--- src/rtl/eth_pkg.sv ---
// Shared constants, FSM state type and header byte selection for the Ethernet TX frame builder.
package eth_pkg;

  localparam int unsigned ETH_HDR_LEN     = 14;
  localparam int unsigned ETH_MIN_PAYLOAD = 46;
  localparam int unsigned ETH_MAX_PAYLOAD = 1500;

  typedef enum logic [2:0] {
    IDLE_ST,
    HDR_ST,
    DATA_ST,
    PAD_ST,
    DROP_ST,
    WAIT_ST
  } eth_state_e;

  // Byte idx (0 = first on the wire) of the 14-byte header {dst, src, ethertype}.
  function automatic logic [7:0] hdr_byte(input logic [47:0] dst, input logic [47:0] src,
                                          input logic [15:0] etype, input logic [3:0] idx);
    logic [111:0] hdr;
    hdr = {dst, src, etype};
    return 8'(hdr >> (7'd8 * (7'd13 - 7'(idx))));
  endfunction

endpackage

--- src/rtl/eth_tx_frame_builder.sv ---
// Prepends the Ethernet header to a payload byte stream, zero-pads short payloads and
// truncates long ones. The output stage is a single registered AXIS slice.
module eth_tx_frame_builder
  import eth_pkg::*;
#(
  parameter logic [47:0] SRC_MAC     = 48'h02_00_00_00_00_01,
  parameter int unsigned MIN_PAYLOAD = ETH_MIN_PAYLOAD,
  parameter int unsigned MAX_PAYLOAD = ETH_MAX_PAYLOAD
) (
  input  logic        CLK,
  input  logic        RESET,
  input  logic [47:0] DST_MAC,
  input  logic [15:0] ETHERTYPE,
  input  logic [7:0]  S_AXIS_TDATA,
  input  logic        S_AXIS_TVALID,
  input  logic        S_AXIS_TLAST,
  output logic        S_AXIS_TREADY,
  output logic [7:0]  M_AXIS_TDATA,
  output logic        M_AXIS_TVALID,
  output logic        M_AXIS_TLAST,
  input  logic        M_AXIS_TREADY,
  output logic        FRAME_DONE,
  output logic        PADDED,
  output logic        TRUNCATED
);

  localparam logic [10:0] MinCnt  = 11'(MIN_PAYLOAD);
  localparam logic [10:0] MaxCnt  = 11'(MAX_PAYLOAD);
  localparam logic [3:0]  HdrLast = 4'(ETH_HDR_LEN - 1);

  eth_state_e  state_q, state_d;
  logic [47:0] dst_q, dst_d;
  logic [15:0] etype_q, etype_d;
  logic [3:0]  hdr_idx_q, hdr_idx_d;
  logic [10:0] pay_cnt_q, pay_cnt_d;
  logic [10:0] pay_cnt_inc;
  logic        pad_flag_q, pad_flag_d;
  logic        trunc_flag_q, trunc_flag_d;
  logic [7:0]  tdata_q, tdata_d;
  logic        tvalid_q, tvalid_d;
  logic        tlast_q, tlast_d;
  logic        out_load;

  // Next-state, output-register load and input handshake.
  always_comb begin
    state_d       = state_q;
    dst_d         = dst_q;
    etype_d       = etype_q;
    hdr_idx_d     = hdr_idx_q;
    pay_cnt_d     = pay_cnt_q;
    pad_flag_d    = pad_flag_q;
    trunc_flag_d  = trunc_flag_q;
    tdata_d       = tdata_q;
    tvalid_d      = tvalid_q;
    tlast_d       = tlast_q;
    S_AXIS_TREADY = 1'b0;
    pay_cnt_inc   = pay_cnt_q + 11'd1;
    out_load      = !tvalid_q || M_AXIS_TREADY;

    // A free or draining register empties unless a state below refills it.
    if (out_load) begin
      tvalid_d = 1'b0;
      tlast_d  = 1'b0;
    end

    case (state_q)
      IDLE_ST: begin
        // The first beat only opens the frame; it is consumed later in DATA_ST.
        if (S_AXIS_TVALID) begin
          dst_d        = DST_MAC;
          etype_d      = ETHERTYPE;
          hdr_idx_d    = '0;
          pay_cnt_d    = '0;
          pad_flag_d   = 1'b0;
          trunc_flag_d = 1'b0;
          state_d      = HDR_ST;
        end
      end
      HDR_ST: begin
        if (out_load) begin
          tdata_d   = hdr_byte(dst_q, SRC_MAC, etype_q, hdr_idx_q);
          tvalid_d  = 1'b1;
          hdr_idx_d = hdr_idx_q + 4'd1;
          if (hdr_idx_q == HdrLast) state_d = DATA_ST;
        end
      end
      DATA_ST: begin
        S_AXIS_TREADY = out_load;
        if (out_load && S_AXIS_TVALID) begin
          tdata_d   = S_AXIS_TDATA;
          tvalid_d  = 1'b1;
          pay_cnt_d = pay_cnt_inc;
          if (S_AXIS_TLAST) begin
            if (pay_cnt_inc >= MinCnt) begin
              tlast_d = 1'b1;
              state_d = WAIT_ST;
            end else begin
              state_d = PAD_ST;
            end
          end else if (pay_cnt_inc == MaxCnt) begin
            tlast_d      = 1'b1;
            trunc_flag_d = 1'b1;
            state_d      = DROP_ST;
          end
        end
      end
      PAD_ST: begin
        if (out_load) begin
          tdata_d   = 8'h00;
          tvalid_d  = 1'b1;
          pay_cnt_d = pay_cnt_inc;
          if (pay_cnt_inc == MinCnt) begin
            tlast_d    = 1'b1;
            pad_flag_d = 1'b1;
            state_d    = WAIT_ST;
          end
        end
      end
      DROP_ST: begin
        // Input drains regardless of whether the truncated TLAST byte is still stalled.
        S_AXIS_TREADY = 1'b1;
        if (S_AXIS_TVALID && S_AXIS_TLAST) state_d = WAIT_ST;
      end
      WAIT_ST: begin
        // Register is either empty (TLAST already taken during DROP_ST) or holds TLAST.
        if (out_load) state_d = IDLE_ST;
      end
      default: state_d = IDLE_ST;
    endcase
  end

  // State and output register with synchronous reset.
  always_ff @(posedge CLK) begin
    if (RESET) begin
      state_q      <= IDLE_ST;
      dst_q        <= '0;
      etype_q      <= '0;
      hdr_idx_q    <= '0;
      pay_cnt_q    <= '0;
      pad_flag_q   <= 1'b0;
      trunc_flag_q <= 1'b0;
      tdata_q      <= '0;
      tvalid_q     <= 1'b0;
      tlast_q      <= 1'b0;
    end else begin
      state_q      <= state_d;
      dst_q        <= dst_d;
      etype_q      <= etype_d;
      hdr_idx_q    <= hdr_idx_d;
      pay_cnt_q    <= pay_cnt_d;
      pad_flag_q   <= pad_flag_d;
      trunc_flag_q <= trunc_flag_d;
      tdata_q      <= tdata_d;
      tvalid_q     <= tvalid_d;
      tlast_q      <= tlast_d;
    end
  end

  // Status pulses coincide with the downstream handshake of the TLAST byte.
  always_comb begin
    M_AXIS_TDATA  = tdata_q;
    M_AXIS_TVALID = tvalid_q;
    M_AXIS_TLAST  = tlast_q;
    FRAME_DONE    = tvalid_q && tlast_q && M_AXIS_TREADY;
    PADDED        = FRAME_DONE && pad_flag_q;
    TRUNCATED     = FRAME_DONE && trunc_flag_q;
  end

endmodule

--- config.mk ---
export PLATFORM = sky130hd
export DESIGN_NAME = eth_tx_frame_builder
export DESIGN_NICKNAME = d
export VERILOG_FILES = /design/src/rtl/eth_pkg.sv /design/src/rtl/eth_tx_frame_builder.sv
export SDC_FILE = /design/constraint.sdc
export NUM_CORES = 1
export LEC_CHECK = 0
export ABC_AREA = 0
export CORE_MARGIN = 10
export CORE_UTILIZATION = 26
export CTS_CLUSTER_DIAMETER = 150
export DETAILED_ROUTE_END_ITERATION = 6
export REMOVE_ABC_BUFFERS = 1
export SYNTH_ARGS = -nofsm -noshare
export SYNTH_HDL_FRONTEND = slang
export SYNTH_SLANG_ARGS = --single-unit
export TNS_END_PERCENT = 100
--- constraint.sdc ---
create_clock -name CLK -period 2.6 [get_ports CLK]
set_input_delay 0.26 -clock CLK [delete_from_list [all_inputs] [get_ports CLK]]
set_output_delay 0.26 -clock CLK [all_outputs]
set_load 0.03 [all_outputs]
After elaboration in Yosys (flattened, before gate mapping)
Index checks and enable logic that the tools add are counted.
{ "totals": {"reg_bits": 94, "input_bits": 77, "word_cells": 100} }
{ "classes": {"addsub": 3, "order_cmp": 1, "n_eq_ne": 19, "shift": 1, "muxes": 44, "n_reduce_logical": 22} }
{ "op_table": {"columns": ["cell", "n"], "rows": [
  ["$shr A112 B7 Y8", 1],
  ["$mux W11", 3],
  ["$mux W3", 11],
  ["$pmux W11 S3", 1],
  ["$mux W8", 3],
  ["$pmux W8 S3", 1],
  ["$ne A2 B2 Y1 const B", 10],
  ["$pmux W3 S6", 1],
  ["$mux W1", 16],
  ["$reduce_and A4 Y1", 3],
  ["$add A11 B1 Y11 const B", 1],
  ["$eq A11 B11 Y1 const B", 1],
  ["$eq A11 B6 Y1 const B", 1],
  ["$ge A11 B6 Y1 const B", 1],
  ["$pmux W1 S2", 5],
  ["$reduce_and A9 Y1", 1],
  ["$mux W4", 2],
  ["$pmux W4 S2", 1],
  ["$eq A3 B2 Y1 const B", 2],
  ["$eq A3 B3 Y1 const B", 2],
  ["$logic_and A1 B1 Y1", 6],
  ["$reduce_bool A2 Y1", 3],
  ["$reduce_bool A3 Y1", 2],
  ["$reduce_and A5 Y1", 1],
  ["other kinds (11)", 11]
]} }

Depth between registers and ports, before layout
Gate-level depths: netlist (run 1).
{ "depth": {"depth_word": 7, "depth_mapped": 10, "ltp_nobuf": 8} }

Worst setup path before layout (run 1)
No wires, ideal clock.
{ "synth_path": {"path_type": "reg2reg", "startpoint": "register hdr_idx_q[1]", "endpoint": "register tdata_q[2], in the netlist M_AXIS_TDATA[2]", "setup_ns": 0.132, "arrival_ns": 2.459, "required_ns": 2.468, "slack_ns": 0.009, "stages_incl_launch_ff": 10, "path_buffers": 2, "period_less_slack_ns": 2.591, "path_cell_list": "dfxtp_1 -> buf_2 -> clkinv_1 -> ha_1 -> clkbuf_1 -> mux4_2 -> a22oi_1 -> o22ai_1 -> a22oi_1 -> a21oi_1"} }
{ "synth_between": {"elab_chain_cells": 4} }
{ "synth_lines": {"columns": ["element", "line_no", "rtl"], "rows": [
  ["from (decl)", "eth_tx_frame_builder.sv:34", "logic [3:0] hdr_idx_q, hdr_idx_d;"],
  ["from (signal assigned)", "eth_tx_frame_builder.sv:149", "hdr_idx_q <= hdr_idx_d;"],
  ["$sub A4 B4 Y4", "eth_pkg.sv:22", "return 8'(hdr >> (7'd8 * (7'd13 - 7'(idx))));"],
  ["$shr A112 B7 Y8", "eth_pkg.sv:22", null],
  ["$mux W8", "eth_tx_frame_builder.sv:80", "if (out_load) begin"],
  ["$pmux W8 S3", "eth_tx_frame_builder.sv:66", "case (state_q)"],
  ["to (signal assigned)", "eth_tx_frame_builder.sv:153", "tdata_q <= tdata_d;"],
  ["to (decl)", "eth_tx_frame_builder.sv:39", "logic [7:0] tdata_q, tdata_d;"]
]} }
No other way between the ends. The select of a mux whose other input is x is not followed.
A chain may end at the register's enable or synchronous reset.

Final worst setup path (run 1)
{ "layout_path": {"startpoint": "register state_q[2]", "endpoint": "output S_AXIS_TREADY"} }
{ "layout_between": {"elab_chain_cells": 2} }
{ "layout_lines": {"columns": ["element", "line_no", "rtl"], "rows": [
  ["from (decl)", "eth_tx_frame_builder.sv:31", "eth_state_e state_q, state_d;"],
  ["from (signal assigned)", "eth_tx_frame_builder.sv:146", "state_q <= state_d;"],
  ["$eq A3 B3 Y1 / $eq A3 B2 Y1 (equally long branches)", "eth_tx_frame_builder.sv:66", null],
  ["$pmux W1 S2 (*)", "eth_tx_frame_builder.sv:66", null],
  ["to (decl)", "eth_tx_frame_builder.sv:17", "output logic S_AXIS_TREADY,"]
]} }
Every way passes the cells marked *; elsewhere a longest branch is shown, timed or not.

==> impl_metrics.env, run 1 <==
export IMPL_postLayoutSetupSlackWorst_ns=0.2507
export IMPL_drtIter0Drc=253
export IMPL_fin_skew_ns=0.007537
export IMPL_end_kind="output port"
export IMPL_ys_ff_latch=94
export IMPL_synth_cells=603
export IMPL_dp_hpwl_um=9779
export IMPL_drv_slew=0
export IMPL_antenna_found_initial=0
export IMPL_chipHeight_um=154.7
export IMPL_crit_start="state_q[2]"
export IMPL_hold_buffers=0
export IMPL_fmax_ghz=0.4257
export IMPL_rr_worst_depth=6
export IMPL_synth_edff_count=0
export IMPL_synth_top_area_frac=0.3987
export IMPL_drt_first_pass_iters=5
export IMPL_ioPinCount=91
export IMPL_final_hold_violation_count=0
export IMPL_power_density_mw_per_mm2=546.3
export IMPL_avgSynthCellArea_um2=7.827
export IMPL_place_ws_ns=0.3216
export IMPL_fin_nets=766
export IMPL_path_clk_slew_ns=0.07
export IMPL_hp_class="input port to flip-flop"
export IMPL_start_util=0.2636
export IMPL_yosysSeqAreaShare=0.3987
export IMPL_dp_cells=899
export IMPL_core_mm2=0.01790
export IMPL_clock_path_buffers=2
export IMPL_worst_pin_slew_ns=0.7083
export IMPL_critPathKind="flip-flop to output port"
export IMPL_final_cells=915
export IMPL_ff2ff_setup_slack_ns=0.25
export IMPL_synth_flop_cell="dfxtp_1"
export IMPL_synthTopCellsByArea="dfxtp_1 40%, nand2_1 12%, a21oi_1 10%, mux4_2 3.8%, o21ai_0 2.8%"
export IMPL_synth_top_cell_by_area="dfxtp_1"
export IMPL_cp_arrival_ns=2.09
export IMPL_wl_per_cell_um=14.99
export IMPL_clockRootBuffer="clkbuf_16"
export IMPL_setup_viol=0
export IMPL_io_buffers=90
export IMPL_grt_max_degree=65
export IMPL_cts_tree="built"
export IMPL_grt_pass1_vias=4239
export IMPL_rr_startpoint="pay_cnt_q[5]"
export IMPL_worstReg2RegEnd="state_q[1]"
export IMPL_routed_wl_um=13720
export IMPL_final_core_util=0.3460
export IMPL_overflow=0
export IMPL_cts_sinks=94
export IMPL_status="complete, no violations"
export IMPL_fp_dieW_um=154.7
export IMPL_ir_drop_mv=0.3275
export IMPL_drive_gt1_frac=0.08601
export IMPL_row_count=49
export IMPL_timing_hold_ws_ns=0.4050
export IMPL_final_cell_mix="147 x nand2_1, 98 x a21oi_1, 94 x dfxtp_1, 89 x clkdlybuf4s50_1, 34 x nor2_1"
export IMPL_cts_htree_levels=3
export IMPL_diodes=0
export IMPL_synthArstFlopShare=0
export IMPL_synth_cell_type_count=63
export IMPL_layout_cells_most_common="nand2_1"
export IMPL_grt_pass1_wl_um=22190
export IMPL_min_path_cells=4
export IMPL_fin_crit_ns=2.349
export IMPL_gp_congestion=0.8582
export IMPL_fin_crit_sh=0.9036
export IMPL_die_area_mm2=0.02394
export IMPL_start_kind="flip-flop"
export IMPL_vias=4392
export IMPL_post_cts_buffers=0
export IMPL_grt_usage=0.1128
export IMPL_hp_start="RESET"
export IMPL_maxSlewHeadroom=0.5260
export IMPL_drtAntennaViolNets=0
export IMPL_vias_per_cell=4.800
export IMPL_cap_violations=0
export IMPL_cp_max_fo=17
export IMPL_required_ns=2.34
export IMPL_clk_latency_ns=0.35
export IMPL_ys_warn_count=0
export IMPL_drc=0
export IMPL_area_growth_pct=31.26
export IMPL_min_to="M_AXIS_TDATA[4]"
export IMPL_cts_resized_gates=0
export IMPL_rsz0062_at_grt="false"
export IMPL_p_leak_nw=2.238
export IMPL_numCtsBuffers=9
export IMPL_syn_area_mm2=0.004720
logic make-up after synthesis:
family                   after synthesis  synth area share
AO/OA/AOI/OAI                        178            0.2240
AND/OR/NAND/NOR                      239            0.2246
XOR/XNOR                               4          0.007424
multiplexers                          23           0.07105
flip-flops                            94            0.3987
adder cells (fa/ha/maj)                8           0.02121
buffers and inverters                 57           0.05302
area by class of cell:
cell class / instances / area (um^2)
Fill cell: 1931 / 11710
Multi-Input combinational cell: 452 / 2594
Sequential cell: 94 / 1882
Timing Repair Buffer: 114 / 1089
Tap cell: 229 / 286.5
Clock buffer: 11 / 242.7
Clock inverter: 5 / 63.81
Inverter: 10 / 37.54
state kept, by name, summed over array words and instances (netlist names):
name           count
dst_q             48
M_AXIS_TLAST       1
hdr_idx_q          4
M_AXIS_TVALID      1
pay_cnt_q         11
trunc_flag_q       1
etype_q           16
pad_flag_q         1
state_q            3
M_AXIS_TDATA       8
per-stage QoR:
stage | setup TNS (ns) | power (W) | area (um^2)
CTS | 0 | 0.003428 | 6195
global route | 0 | 0.003528 | 6195
floorplan | -120.22 | 0.001791 | 4507
finish | 0 | 0.003384 | 6195
global placement | 0 | 0.002032 | 5888
detailed placement | 0 | 0.002035 | 5888
layer usage:
metal	vias to the layer above	GRT usage	wire, um	share of wire
met5	-	0	0	0
met4	0	0.02654	145	0.011
met3	14	0.04465	1060	0.077
met2	125	0.1732	6164	0.45
met1	1987	0.1445	6346	0.46
li1	2266	-	-	-
power breakdown:
group | leakage, nW | total [W] | switching (W) | internal (W)
clock network | 0.147 | 0.00139 | 0.000604 | 0.000784
registers | 0.769 | 0.00155 | 0.0000391 | 0.00151
logic | 1.32 | 0.000445 | 0.000220 | 0.000225
total | 2.24 | 0.00338 | 0.000863 | 0.00252
cells in the mapped netlist (2+ instances only):
cell type,number
nor2b_1,6
nor4_1,2
a211oi_1,3
and2_1,3
a311oi_1,2
a31oi_1,7
or3_1,6
o21ai_0,26
nand4_1,5
nand2b_1,9
o22ai_1,6
and3_1,3
ha_1,8
a21boi_0,2
nor2_1,34
buf_2,8
nor3_1,10
inv_1,9
mux2_2,4
a22oi_1,10
nand3_1,5
o211ai_1,2
dfxtp_1,94
clkbuf_1,33
o32a_1,2
xor2_1,3
mux2i_1,11
mux4_2,8
nand2_1,147
buf_4,5
a21oi_1,98
critical path, cell delays in order (launching register included):
cell and delay [ns]:
dfxtp_1 0.69, nand2b_1 0.15, o21a_1 0.13, nor2_1 0.08, clkdlybuf4s50_1 0.69
worst max-delay path by stage:
stage	endpoint	slack, ns	depth (start not counted)
floorplan	dst_q[0]	-1.77	4
global placement	state_q[1]	0.33	6
detailed placement	state_q[1]	0.32	6
CTS	S_AXIS_TREADY	0.25	4
global route	S_AXIS_TREADY	0.11	4
finish	S_AXIS_TREADY	0.25	4
Power figures use the tool's default switching activity.
==> inputs of run 2 (changes only) <==
--- a/config.mk
+++ b/config.mk
@@ -11,6 +11,7 @@
 export CTS_CLUSTER_DIAMETER = 150
 export DETAILED_ROUTE_END_ITERATION = 6
 export REMOVE_ABC_BUFFERS = 1
+export SLEW_MARGIN = 20
 export SYNTH_ARGS = -nofsm -noshare
 export SYNTH_HDL_FRONTEND = slang
 export SYNTH_SLANG_ARGS = --single-unit
==> results of run 2 <==
No change in the layout: final DEF, timing and power equal those of run 1.
==> inputs of run 3 (changes only) <==
--- a/config.mk
+++ b/config.mk
@@ -10,8 +10,8 @@
 export CORE_UTILIZATION = 26
 export CTS_CLUSTER_DIAMETER = 150
 export DETAILED_ROUTE_END_ITERATION = 6
+export PLACE_DENSITY_LB_ADDON = 0.2
 export REMOVE_ABC_BUFFERS = 1
-export SLEW_MARGIN = 20
 export SYNTH_ARGS = -nofsm -noshare
 export SYNTH_HDL_FRONTEND = slang
 export SYNTH_SLANG_ARGS = --single-unit
==> constraint.sdc (replaced) <==
create_clock -name CLK -period 2.6 [get_ports CLK]
set_input_delay 0.65 -clock CLK [delete_from_list [all_inputs] [get_ports CLK]]
set_output_delay 0.65 -clock CLK [all_outputs]
set_load 0.03 [all_outputs]
==> impl_metrics.env, run 3 (synthesis gave the netlist of run 1 again) <==
export IMPL_status="complete, no violations"
export IMPL_cts_htree_levels=3
export IMPL_cp_cell_sequence="clkdlybuf4s50_1 > nand2b_1 > nand2_1 > o21a_1 > nor2_2 > buf_12"
export IMPL_area_growth_pct=34.09
export IMPL_ff2ff_setup_slack_ns=0.16
export IMPL_cp_top_family="buffers and inverters"
export IMPL_cap_violations=0
export IMPL_cp_max_fo=3
export IMPL_row_count=49
export IMPL_fin_nets=772
export IMPL_fillers=1849
export IMPL_dr_max_layer_used="met4"
export IMPL_setup_viol=0
export IMPL_vias=4493
export IMPL_dr_wl_met3_um=988
export IMPL_diodes=0
export IMPL_clk_latency_ns=0.35
export IMPL_tns_ns=0
export IMPL_maxSlewHeadroom=0.5067
export IMPL_place_area_mm2=0.005998
export IMPL_drtIter0Drc=287
export IMPL_drive_gt1_frac=0.1026
export IMPL_drtAntennaViolNets=0
export IMPL_rr_startpoint="pay_cnt_q[0]"
export IMPL_worstReg2RegEnd="state_q[1]"
export IMPL_overflow=0
export IMPL_grt_max_degree=85
export IMPL_drc=0
export IMPL_numCtsBuffers=9
export IMPL_min_path_cells=2
export IMPL_final_cell_mix="147 x nand2_1, 98 x a21oi_1, 94 x dfxtp_1, 85 x clkdlybuf4s50_1, 33 x nor2_1"
export IMPL_reg_top3="dst_q: 48 flops, etype_q: 16 flops, pay_cnt_q: 11 flops"
export IMPL_end_kind="output port"
export IMPL_fin_crit_sh=0.9603
export IMPL_cp_slowest_stage_delay_ns=0.50
export IMPL_cp_arrival_ns=1.85
export IMPL_critPathKind="input port to output port"
export IMPL_wl_per_cell_um=15.56
export IMPL_p_leak_nw=2.302
export IMPL_worst_pin_slew_ns=0.7372
export IMPL_rsz0062_at_grt="false"
export IMPL_grt_usage=0.1207
export IMPL_fp_dieW_um=154.7
export IMPL_power_density_mw_per_mm2=545.2
export IMPL_antenna_found_initial=0
export IMPL_regMostFlops="dst_q"
export IMPL_slowest_stage="clkdlybuf4s50_1"
export IMPL_multi_input_area_mm2=0.002601
export IMPL_fin_crit_ns=2.497
export IMPL_largest_reg_flops=48
export IMPL_wl_met1_um=6808
export IMPL_die_area_mm2=0.02394
export IMPL_finalPower_w=0.003450
export IMPL_required_ns=1.95
export IMPL_fin_skew_ns=0.006299
export IMPL_hp_start="etype_q[15]"
export IMPL_cts_tree="built"
export IMPL_start_kind="input port"
export IMPL_io_buffers=90
export IMPL_grt_pass1_vias=4661
export IMPL_ir_drop_mv=0.3380
export IMPL_fin_area_mm2=0.006329
export IMPL_rr_worst_depth=8
export IMPL_fmax_ghz=0.4005
export IMPL_register_area_mm2=0.001882
export IMPL_grt_pass1_wl_um=23800
export IMPL_ioPinCount=91
export IMPL_dp_hpwl_um=10320
export IMPL_final_hold_violation_count=0
export IMPL_clockRootBuffer="clkbuf_16"
export IMPL_clock_path_buffers=2
export IMPL_drv_slew=0
export IMPL_chipHeight_um=154.7
export IMPL_drt_first_pass_iters=4
export IMPL_core_mm2=0.01790
export IMPL_met2_wirelength_um=6334
export IMPL_cts_sinks=94
export IMPL_hp_class="flip-flop to flip-flop"
export IMPL_path_clk_slew_ns=0.07
export IMPL_gp_congestion=0.8200
export IMPL_min_to="etype_q[15]"
export IMPL_timing_hold_ws_ns=0.4536
export IMPL_vias_per_cell=4.878
export IMPL_routed_wl_um=14330
export IMPL_layout_cells_most_common="nand2_1"
export IMPL_start_util=0.2636
export IMPL_critPathBufInv=2
run 3: changes by cell type in the layout (fill, tap and decap cells not counted), sizes merged:
| cell | delta |
|---|---|
| clkinv | +2 |
| inv | -2 |
| clkbuf | -1 |
| clkdlybuf4s50 | -4 |
| bufinv | +1 |
| buf | +10 |
run 3: where the power goes:
| part | switching [W] | total, W | internal (W) |
|---|---|---|---|
| logic | 0.000224 | 0.000454 | 0.000230 |
| clock network | 0.000595 | 0.00144 | 0.000850 |
| registers | 0.0000384 | 0.00155 | 0.00151 |
run 3: timing repair:
item,in CTS,in global routing
buffers inserted,0,0
setup endpoints to repair,0,2
gates resized for setup,0,2
hold buffers,0,0
run 3: worst max-delay path by stage:
stage	endpoint	cells after the start	slack, ns	from
6_report	S_AXIS_TREADY	6	0.10	M_AXIS_TREADY
5_1_grt	S_AXIS_TREADY	6	0.03	M_AXIS_TREADY
4_1_cts	S_AXIS_TREADY	6	0.01	M_AXIS_TREADY
3_5_place_dp	S_AXIS_TREADY	6	0.01	M_AXIS_TREADY
3_3_place_gp	S_AXIS_TREADY	6	0.05	M_AXIS_TREADY
2_1_floorplan	dst_q[0]	4	-1.87	S_AXIS_TVALID
run 3: cell type report:
type / count / share of cell area
Multi-Input combinational cell: 452 / 0.4110
Timing Repair Buffer: 120 / 0.1894
Clock inverter: 6 / 0.01483
Sequential cell: 94 / 0.2973
Clock buffer: 10 / 0.03618
Inverter: 10 / 0.005931
Tap cell: 229 / 0.04527
run 3: worst reg2reg max path, stage by stage (launching register included):
cell	delay, ns
dfxtp_1	0.41
ha_1	0.19
nand3_1	0.19
or3_1	0.41
a311oi_1	0.39
buf_4	0.19
a31o_1	0.14
o311ai_1	0.11
a32o_1	0.29
run 3: layer usage:
layer | vias up | global-route usage
met2 | 110 | 0.1826
met4 | 0 | 0.04184
li1 | 2280 | -
met5 | - | 0
met1 | 2089 | 0.1571
met3 | 14 | 0.03910
run 3: per-stage QoR:
stage          std cells  utilization  worst slack, ns
2_1_floorplan        556            -           -1.871
3_3_place_gp         905       0.3351          0.04938
3_5_place_dp         905       0.3351          0.01329
4_1_cts              921       0.3531          0.01034
5_1_grt              921       0.3535          0.02871
6_report             921       0.3535           0.1032
